==> src/rtl/svc_axi_pkg.sv <==
// Shared types for the AXI read-path blocks: arbiter FSM states and AXI encodings.
// Pure declarations; no logic, so no latency or flow-control behaviour.
package svc_axi_pkg;

   typedef enum logic [1:0] {
      IDLE = 2'd0,
      ADDR = 2'd1,
      DATA = 2'd2
   } arb_state_t;

   localparam int AXI_LEN_WIDTH = 8;

   localparam logic [1:0] AXI_BURST_FIXED = 2'b00;
   localparam logic [1:0] AXI_BURST_INCR  = 2'b01;
   localparam logic [1:0] AXI_BURST_WRAP  = 2'b10;

   localparam logic [1:0] AXI_RESP_OKAY   = 2'b00;
   localparam logic [1:0] AXI_RESP_EXOKAY = 2'b01;
   localparam logic [1:0] AXI_RESP_SLVERR = 2'b10;
   localparam logic [1:0] AXI_RESP_DECERR = 2'b11;

endpackage

==> src/rtl/svc_rr_arbiter.sv <==
// Round-robin arbiter: combinational one-hot grant searching upward from the last winner.
// Zero-latency grant; the priority pointer only moves when the owner signals done.
module svc_rr_arbiter #(
   parameter int N = 2
) (
   input  logic                 clk,
   input  logic                 rst_n,
   input  logic [N-1:0]         req,
   input  logic                 done,
   input  logic [$clog2(N)-1:0] done_idx,
   output logic [N-1:0]         gnt,
   output logic [$clog2(N)-1:0] gnt_idx,
   output logic                 gnt_vld
);

   localparam int IXW = $clog2(N);

   logic [IXW-1:0] ptr;
   logic [IXW-1:0] cand;

   // Pointer holds the last winner, so after reset master 0 is searched first.
   always_ff @(posedge clk) begin
      if (!rst_n) begin
         ptr <= IXW'(N - 1);
      end else if (done) begin
         ptr <= done_idx;
      end
   end

   always_comb begin
      gnt     = '0;
      gnt_idx = '0;
      gnt_vld = 1'b0;
      cand    = '0;
      for (int k = 1; k <= N; k++) begin
         cand = IXW'((int'(ptr) + k) % N);
         if (!gnt_vld && req[cand]) begin
            gnt_vld   = 1'b1;
            gnt[cand] = 1'b1;
            gnt_idx   = cand;
         end
      end
   end

endmodule

==> src/rtl/svc_axi_rd_arbiter.sv <==
// N-way AXI4 read arbiter: one burst in flight, AR registered (1 cycle), R routed combinationally.
// Backpressure: slave AR stall holds the registered AR; R stalls pass straight through to the granted master.
module svc_axi_rd_arbiter
   import svc_axi_pkg::*;
#(
   parameter int NUM_M          = 2,
   parameter int AXI_ADDR_WIDTH = 12,
   parameter int AXI_DATA_WIDTH = 128,
   parameter int AXI_ID_WIDTH   = 2
) (
   input  logic                              clk,
   input  logic                              rst_n,
   input  logic [NUM_M-1:0]                  s_axi_arvalid,
   input  logic [NUM_M*AXI_ID_WIDTH-1:0]     s_axi_arid,
   input  logic [NUM_M*AXI_ADDR_WIDTH-1:0]   s_axi_araddr,
   input  logic [NUM_M*AXI_LEN_WIDTH-1:0]    s_axi_arlen,
   input  logic [NUM_M*3-1:0]                s_axi_arsize,
   input  logic [NUM_M*2-1:0]                s_axi_arburst,
   output logic [NUM_M-1:0]                  s_axi_arready,
   output logic [NUM_M-1:0]                  s_axi_rvalid,
   output logic [AXI_ID_WIDTH-1:0]           s_axi_rid,
   output logic [AXI_DATA_WIDTH-1:0]         s_axi_rdata,
   output logic [1:0]                        s_axi_rresp,
   output logic                              s_axi_rlast,
   input  logic [NUM_M-1:0]                  s_axi_rready,
   output logic                              m_axi_arvalid,
   output logic [AXI_ID_WIDTH-1:0]           m_axi_arid,
   output logic [AXI_ADDR_WIDTH-1:0]         m_axi_araddr,
   output logic [AXI_LEN_WIDTH-1:0]          m_axi_arlen,
   output logic [2:0]                        m_axi_arsize,
   output logic [1:0]                        m_axi_arburst,
   input  logic                              m_axi_arready,
   input  logic                              m_axi_rvalid,
   input  logic [AXI_ID_WIDTH-1:0]           m_axi_rid,
   input  logic [AXI_DATA_WIDTH-1:0]         m_axi_rdata,
   input  logic [1:0]                        m_axi_rresp,
   input  logic                              m_axi_rlast,
   output logic                              m_axi_rready
);

   localparam int IW  = AXI_ID_WIDTH;
   localparam int AW  = AXI_ADDR_WIDTH;
   localparam int LW  = AXI_LEN_WIDTH;
   localparam int IXW = $clog2(NUM_M);

   arb_state_t state, state_nxt;

   logic [IXW-1:0]   grant_q;
   logic [LW-1:0]    beat_cnt;
   logic [NUM_M-1:0] arb_gnt;
   logic [IXW-1:0]   arb_idx;
   logic             arb_vld;
   logic             ar_take;
   logic             r_hs;
   logic             burst_done;

   logic [IW-1:0]    sel_id;
   logic [AW-1:0]    sel_addr;
   logic [LW-1:0]    sel_len;
   logic [2:0]       sel_size;
   logic [1:0]       sel_burst;

   svc_rr_arbiter #(.N(NUM_M)) u_rr (
      .clk      (clk),
      .rst_n    (rst_n),
      .req      (s_axi_arvalid),
      .done     (burst_done),
      .done_idx (grant_q),
      .gnt      (arb_gnt),
      .gnt_idx  (arb_idx),
      .gnt_vld  (arb_vld)
   );

   always_comb begin
      sel_id    = '0;
      sel_addr  = '0;
      sel_len   = '0;
      sel_size  = '0;
      sel_burst = '0;
      for (int i = 0; i < NUM_M; i++) begin
         if (arb_idx == IXW'(i)) begin
            sel_id    = s_axi_arid[i*IW +: IW];
            sel_addr  = s_axi_araddr[i*AW +: AW];
            sel_len   = s_axi_arlen[i*LW +: LW];
            sel_size  = s_axi_arsize[i*3 +: 3];
            sel_burst = s_axi_arburst[i*2 +: 2];
         end
      end
   end

   always_comb begin
      state_nxt     = state;
      s_axi_arready = '0;
      s_axi_rvalid  = '0;
      m_axi_rready  = 1'b0;
      s_axi_rid     = '0;
      s_axi_rdata   = '0;
      s_axi_rresp   = '0;
      s_axi_rlast   = 1'b0;
      ar_take       = 1'b0;
      r_hs          = 1'b0;
      burst_done    = 1'b0;
      case (state)
         IDLE: begin
            s_axi_arready = arb_gnt;
            ar_take       = arb_vld;
            if (arb_vld) state_nxt = ADDR;
         end
         ADDR: begin
            if (m_axi_arvalid && m_axi_arready) state_nxt = DATA;
         end
         DATA: begin
            for (int i = 0; i < NUM_M; i++) begin
               s_axi_rvalid[i] = m_axi_rvalid && (grant_q == IXW'(i));
            end
            m_axi_rready = s_axi_rready[grant_q];
            s_axi_rid    = m_axi_rid;
            s_axi_rdata  = m_axi_rdata;
            s_axi_rresp  = m_axi_rresp;
            s_axi_rlast  = m_axi_rlast;
            r_hs         = m_axi_rvalid && s_axi_rready[grant_q];
            // Beat count also closes the burst so a slave that drops RLAST cannot wedge the port.
            burst_done   = r_hs && (m_axi_rlast || (beat_cnt == m_axi_arlen));
            if (burst_done) state_nxt = IDLE;
         end
         default: state_nxt = IDLE;
      endcase
   end

   always_ff @(posedge clk) begin
      if (!rst_n) begin
         state         <= IDLE;
         grant_q       <= '0;
         beat_cnt      <= '0;
         m_axi_arvalid <= 1'b0;
         m_axi_arid    <= '0;
         m_axi_araddr  <= '0;
         m_axi_arlen   <= '0;
         m_axi_arsize  <= '0;
         m_axi_arburst <= '0;
      end else begin
         state <= state_nxt;
         if (ar_take) begin
            grant_q       <= arb_idx;
            beat_cnt      <= '0;
            m_axi_arvalid <= 1'b1;
            m_axi_arid    <= sel_id;
            m_axi_araddr  <= sel_addr;
            m_axi_arlen   <= sel_len;
            m_axi_arsize  <= sel_size;
            m_axi_arburst <= sel_burst;
         end else if (state == ADDR && m_axi_arready) begin
            m_axi_arvalid <= 1'b0;
         end
         if (r_hs) beat_cnt <= beat_cnt + LW'(1);
      end
   end

`ifdef FORMAL
   always @(posedge clk) begin
      if (rst_n) begin
         if (state == DATA && m_axi_rvalid) assert (m_axi_rlast == (beat_cnt == m_axi_arlen));
         assert (state == DATA || !m_axi_rvalid);
         assert ($onehot0(s_axi_rvalid));
      end
   end
`endif

endmodule

==> config.mk <==
export PLATFORM = sky130hd
export DESIGN_NAME = svc_axi_rd_arbiter
export DESIGN_NICKNAME = d
export VERILOG_FILES = /design/src/rtl/svc_axi_pkg.sv /design/src/rtl/svc_rr_arbiter.sv /design/src/rtl/svc_axi_rd_arbiter.sv
export SDC_FILE = /design/constraint.sdc
export NUM_CORES = 1
export LEC_CHECK = 0
export CAP_MARGIN = 20
export CORE_AREA = 3 3 140 142
export DETAILED_ROUTE_END_ITERATION = 12
export DIE_AREA = 0 0 143 145
export GPL_TIMING_DRIVEN = 0
export MAX_ROUTING_LAYER = met4
export PLACE_DENSITY_LB_ADDON = 0.15
export SYNTH_ARGS = -nofsm -noshare
export SYNTH_HDL_FRONTEND = slang
export SYNTH_SLANG_ARGS = --single-unit
==> constraint.sdc <==
create_clock -name clk -period 4 [get_ports clk]
set_input_delay 0.4 -clock clk [delete_from_list [all_inputs] [get_ports clk]]
set_output_delay 0.4 -clock clk [all_outputs]
set_load 0.01 [all_outputs]
==> impl_metrics.env, run 1 <==
export IMPL_grt_pass1_vias=4240
export IMPL_crit_cells=6
export IMPL_drv_slew=0
export IMPL_cts_made_buffers=5
export IMPL_die_w_um=143
export IMPL_hold_violations=0
export IMPL_antenna_found_initial=1
export IMPL_clock_skew_final_ns=0.006292
export IMPL_cp_end_kind="output port"
export IMPL_grt_max_degree=14
export IMPL_ys_top_cells_by_area="and2_1, dfxtp_1, mux2i_1"
export IMPL_rsz0062_at_grt="false"
export IMPL_arrival_ns=2.85
export IMPL_crit_family="buffers and inverters"
export IMPL_ctsResizeCount=0
export IMPL_start_kind="register"
export IMPL_ant_nets=0
export IMPL_clockBufferDepth=2
export IMPL_first_pass_iters=5
export IMPL_vias_per_cell=4.124
export IMPL_hold_path_class="register to register"
export IMPL_status="finished, final reports clean"
export IMPL_netlist_instances=370
export IMPL_die_y_um=145
export IMPL_crit_fanout=10
export IMPL_areaGrowthSynthToFinish_pct=136.8
export IMPL_drt_total_wl_mm=20.46
export IMPL_placementRows=50
export IMPL_drc=0
export IMPL_maxCapViolations=0
export IMPL_grt_overflow=0
export IMPL_criticalPathCategory="register to output port"
export IMPL_cts_root_buf="clkbuf_16"
export IMPL_cts_tree="built"
export IMPL_dp_hpwl_mm=17.60
export IMPL_period_minus_slack_ns=3.247
export IMPL_crit_chain="nor2b_1 > buf_2 > clkbuf_1 > clkbuf_1 > and2_1 > clkdlybuf4s50_1"
export IMPL_period_share_pct=81.17
export IMPL_power_density_nw_per_um2=205.4
export IMPL_peakVddDrop_v=0.0001778
export IMPL_port_buffers=359
export IMPL_cts_setup_buffers=0
export IMPL_wl_per_cell_um=21.05
export IMPL_clk_pin_slew_ns=0.06
export IMPL_ys_ff_latch=40
export IMPL_clock_fmax_mhz=308.0
export IMPL_syn_area_um2=2965
export IMPL_layout_nets=932
export IMPL_cts_sinks=40
export IMPL_synth_top_area_cell="and2_1"
export IMPL_grt_pass1_wl_mm=28.97
export IMPL_critPathBufInv=4
export IMPL_place_inst=963
export IMPL_grt_total_usage_pct=19.24
export IMPL_cp_slowest_cell="clkdlybuf4s50_1"
export IMPL_place_congestion=0.9604
export IMPL_cpPeakStageDelay_ns=0.58
export IMPL_hold_buffers=0
export IMPL_r2r_cells=5
export IMPL_die_area_um2=20740
export IMPL_cpMostUsedCell="clkbuf_1"
export IMPL_drt_iter0_drc=110
export IMPL_synth_top_cell_area_share_pct=28.69
export IMPL_instances_no_fill=972
export IMPL_boundaryPins=361
export IMPL_tightest_slew_ns=0.6317
export IMPL_vias=4009
export IMPL_layout_drive_gt1_share_pct=1.900
export IMPL_slew_headroom_pct=57.44
export IMPL_setup_viol_count_final=0
export IMPL_avgSynthCellArea_um2=8.014
export IMPL_leakage_nw=2.821
export IMPL_cp_required_ns=3.60
export IMPL_yosys_cell_types_count=36
export IMPL_synth_fp_nets=566
export IMPL_yosys_warnings=0
export IMPL_yosysSeqAreaShare_pct=27.00
export IMPL_core_area_um2=18580
export IMPL_setup_tns_ns=0
export IMPL_cts_htree_levels=2
export IMPL_clock_latency_ns=0.28
export IMPL_initial_core_util_pct=15.96
export IMPL_holdPathStages=1
## cell families after synthesis
kind of cell | after synthesis | synth area share, %
compound gates | 50 | 14.39
xor+xnor | 9 | 2.658
fa+ha+maj | 1 | 0.4219
buf+inv | 31 | 4.135
flops | 40 | 27.00
mux | 29 | 9.958
simple gates | 210 | 41.44
## layout by cell type (no fill, tap or decap), types with 6 or more instances in the layout
| master | n |
|---|---|
| a21boi_0 | 6 |
| and2_1 | 136 |
| clkbuf_1 | 25 |
| clkdlybuf4s50_1 | 359 |
| dfxtp_1 | 40 |
| mux2i_1 | 28 |
| nand2_1 | 32 |
| nor2_1 | 7 |
| nor2b_1 | 6 |
| o211a_1 | 28 |
| o21ai_0 | 6 |
| xnor2_1 | 9 |
## cell usage after synthesis
library cell	n
mux2i_1	28
nor4_1	2
nand2_1	32
a31oi_1	2
and4b_1	1
nand4_1	5
o211a_1	28
mux2_4	1
nor2_1	7
and3b_1	1
a311oi_1	1
buf_2	5
buf_1	1
nand4b_1	2
ha_1	1
a21oi_1	2
nor3_1	4
and2_1	136
and3_1	4
a21boi_1	1
nand3_1	2
or4b_1	1
xnor2_1	9
clkbuf_1	25
or3_1	2
dfxtp_1	40
nor3b_1	1
o32a_1	1
nand2b_1	2
o211ai_1	2
a21boi_0	6
nor2b_1	6
and4_1	1
nand3b_1	1
o21bai_1	1
o21ai_0	6
## flip-flops by register name (all words and copies together), names as in the netlist
register and flops:
beat_cnt 8, grant_q 1, m_axi_araddr 12, m_axi_arburst 2, m_axi_arid 2, m_axi_arlen 8, m_axi_arsize 3, m_axi_arvalid 1
state 2, u_rr.ptr 1
## report_power, final
part	internal, W	total, W	leakage (nW)	switching, W
Combinational	0.000327	0.000517	2.41	0.000189
Clock	0.000293	0.000461	0.0798	0.000168
Sequential	0.000436	0.000465	0.330	0.0000293
Total	0.00106	0.00144	2.82	0.000386
## per-layer routing
| metal | GRT usage [%] | part of all wire (%) | vias up |
|---|---|---|---|
| met5 | - | 0 | - |
| met4 | 2.899 | 1.3 | 0 |
| met3 | 6.229 | 9.2 | 20 |
| met2 | 32.94 | 49 | 195 |
| met1 | 22.35 | 40 | 1818 |
| li1 | - | - | 1976 |
## worst paths after layout
check                                     start               to  slack (ns)
worst max-delay path                   state[1]  s_axi_rdata[87]        0.75
worst min-delay path            m_axi_araddr[5]  m_axi_araddr[5]        0.50
worst max register to register         state[1]  m_axi_araddr[3]        2.02
worst min register to register  m_axi_araddr[5]  m_axi_araddr[5]        0.50
## per-stage QoR
stage | setup WS [ns] | hold slack, ns | util, % | area, um2 | power [W]
4_1_cts | 0.6963 | 0.5081 | 37.78 | 7019 | 0.001456
3_5_place_dp | 1.008 | 0.4856 | 36.88 | 6852 | 0.0009928
5_1_grt | 0.5197 | 0.5241 | 37.79 | 7022 | 0.001521
3_3_place_gp | 0.9701 | 0.4789 | 36.88 | 6852 | 0.0009907
6_report | 0.7530 | 0.5022 | 37.79 | 7022 | 0.001443
2_1_floorplan | 2.294 | 0.5008 | - | 2965 | 0.0006349
## cell type report
| class | count | area, um2 |
|---|---|---|
| Fill cell | 1915 | 11560 |
| Timing Repair Buffer | 359 | 3593 |
| Clock inverter | 3 | 42.54 |
| Multi-Input combinational cell | 299 | 2042 |
| Sequential cell | 40 | 800.8 |
| Buffer | 31 | 122.6 |
| Antenna cell | 1 | 2.502 |
| Clock buffer | 5 | 125.1 |
| Tap cell | 234 | 292.8 |
Power figures use the tool's default switching activity.
==> run 2, diff against run 1 <==
--- a/config.mk
+++ b/config.mk
@@ -6,9 +6,9 @@
 export NUM_CORES = 1
 export LEC_CHECK = 0
 export CAP_MARGIN = 20
-export CORE_AREA = 3 3 140 142
+export CORE_AREA = 3 3 137 139
 export DETAILED_ROUTE_END_ITERATION = 12
-export DIE_AREA = 0 0 143 145
+export DIE_AREA = 0 0 140 142
 export GPL_TIMING_DRIVEN = 0
 export MAX_ROUTING_LAYER = met4
 export PLACE_DENSITY_LB_ADDON = 0.15
==> constraint.sdc (replaced) <==
create_clock -name clk -period 3.33 [get_ports clk]
set_input_delay 0.333 -clock clk [delete_from_list [all_inputs] [get_ports clk]]
set_output_delay 0.333 -clock clk [all_outputs]
set_load 0.01 [all_outputs]
==> run 2 against run 1 <==
Final area is 0.41% lower; utilization is 1.5 points higher; via count is 0.15% lower.
==> impl_metrics.env, run 2 (synthesis gave the netlist of run 1 again) <==
export IMPL_status="finished, final reports clean"
export IMPL_antenna_found_initial=2
export IMPL_period_minus_slack_ns=2.824
export IMPL_whs_endpoint="m_axi_araddr[5]"
export IMPL_peakVddDrop_v=0.0002344
export IMPL_cp_end_kind="output port"
export IMPL_num_fill_cells=1805
export IMPL_clock_skew_final_ns=0.01117
export IMPL_port_buffers=359
export IMPL_mostFrequentLayoutCells="clkdlybuf4s50_1, and2_1, dfxtp_1"
export IMPL_core_area_um2=17780
export IMPL_layout_nets=931
export IMPL_instances_no_fill=967
export IMPL_crit_chain="clkdlybuf4s50_1 > a21boi_0 > buf_2 > buf_2 > and2_1 > clkdlybuf4s50_1"
export IMPL_drv_slew=0
export IMPL_final_util_pct=39.33
export IMPL_leakage_nw=2.810
export IMPL_dp_hpwl_mm=16.84
export IMPL_vias=4003
export IMPL_grt_overflow=0
export IMPL_largest_register_ff_count=12
export IMPL_die_y_um=142
export IMPL_hold_path_class="register to register"
export IMPL_min_from="m_axi_araddr[5]"
export IMPL_rsz0062_at_grt="false"
export IMPL_clock_latency_ns=0.29
export IMPL_drc=0
export IMPL_clock_fmax_mhz=354.1
export IMPL_rr_startpoint="state[1]"
export IMPL_place_area_um2=6845
export IMPL_boundaryPins=361
export IMPL_first_pass_iters=4
export IMPL_power_density_nw_per_um2=237.6
export IMPL_die_w_um=140
export IMPL_worst_r2r_endpoint="m_axi_araddr[3]"
export IMPL_power_w=0.001661
export IMPL_clockBufferDepth=2
export IMPL_cts_sinks=40
export IMPL_grt_pass1_wl_mm=28.25
export IMPL_areaGrowthSynthToFinish_pct=135.8
export IMPL_hold_violations=0
export IMPL_setup_tns_ns=0
export IMPL_cpPeakStageDelay_ns=0.56
export IMPL_place_inst=958
export IMPL_layout_commonest_cell="clkdlybuf4s50_1"
export IMPL_grt_total_usage_pct=19.32
export IMPL_setup_viol_count_final=0
export IMPL_largestRegisters="m_axi_araddr (12), beat_cnt (8), m_axi_arlen (8)"
export IMPL_start_kind="input pin"
export IMPL_cp_required_ns=3.00
export IMPL_die_area_um2=19880
export IMPL_period_share_pct=84.81
export IMPL_vias_per_cell=4.140
export IMPL_placementRows=49
export IMPL_wl_per_cell_um=20.26
export IMPL_crit_fanout=10
export IMPL_tightest_slew_ns=0.5952
export IMPL_slew_headroom_pct=59.90
export IMPL_ant_nets=0
export IMPL_cts_root_buf="clkbuf_16"
export IMPL_grt_max_degree=15
export IMPL_arrival_ns=2.49
export IMPL_ctsResizeCount=0
export IMPL_drt_iter0_drc=106
export IMPL_maxCapViolations=0
export IMPL_cts_htree_levels=2
export IMPL_seq_area_um2=800.8
export IMPL_cp_slowest_cell="clkdlybuf4s50_1"
export IMPL_drt_total_wl_mm=19.59
export IMPL_criticalPathCategory="input pin to output port"
export IMPL_holdPathStages=1
export IMPL_place_congestion=0.9352
export IMPL_initial_core_util_pct=16.68
export IMPL_cts_made_buffers=5
export IMPL_regToRegSetupSlack_ns=1.40
export IMPL_clk_pin_slew_ns=0.06
export IMPL_grt_pass1_vias=4239
export IMPL_design_area_um2=6993
export IMPL_multi_input_area_um2=2042
export IMPL_layout_drive_gt1_share_pct=1.902
export IMPL_cts_tree="built"
export IMPL_top_register="m_axi_araddr"
export IMPL_r2r_cells=5
## run 2: cell types whose count changed in the layout (fill, tap and decap cells not counted), sizes merged
cell | previous run | this run
diode | 1 | 2
inv | 0 | 1
bufinv | 1 | 0
clkbuf | 30 | 29
## run 2: critical path: cells and delay by family
kind	cells	cell delay (ns)
buffers and inverters	4	1.77
AOI/OAI and AO/OA	1	0.19
and+or+nand+nor	1	0.19
## run 2: metrics by stage
stage          hold WS [ns]  setup WS [ns]
2_1_floorplan        0.4338          1.691
3_3_place_gp         0.4794         0.3488
3_5_place_dp         0.4866         0.3459
4_1_cts              0.5000        0.03568
5_1_grt              0.5200         0.2824
6_report             0.4990         0.5060
## run 2: cell type report
cell class / count / area share [%]
antenna: 2 / 0.07157
timing repair buffer: 359 / 51.39
multi-input combinational: 299 / 29.20
clock buffer: 5 / 1.789
tap: 229 / 4.097
sequential: 40 / 11.45
buffer: 30 / 1.700
clock inverter: 3 / 0.3042
## run 2: worst max path at each step
stage | start | to | slack, ns | cells after the start
finish | s_axi_arvalid[1] | s_axi_arready[1] | 0.51 | 6
detailed placement | state[1] | s_axi_rdata[107] | 0.35 | 6
CTS | state[1] | s_axi_rdata[107] | 0.04 | 6
global placement | state[1] | s_axi_rdata[80] | 0.35 | 6
floorplan | state[1] | m_axi_rready | 1.69 | 5
global route | state[1] | s_axi_rdata[9] | 0.28 | 5
## run 2: routing by layer
metal	global-route usage, %	wire length, um
met1	23.56	8096
met2	32.19	9499
met3	6.485	1840
met4	2.295	158
met5	-	0
## run 2: power by group
group,leakage (nW),internal (W),switching (W)
Clock,0.0702,0.000279,0.000208
Sequential,0.330,0.000523,0.0000358
Combinational,2.41,0.000393,0.000223
## run 2: timing repair
| item | 4_1_cts | 5_1_grt |
|---|---|---|
| hold buffers | 0 | 0 |
| buffers inserted | 0 | 0 |
| setup endpoints to repair | 0 | 50 |
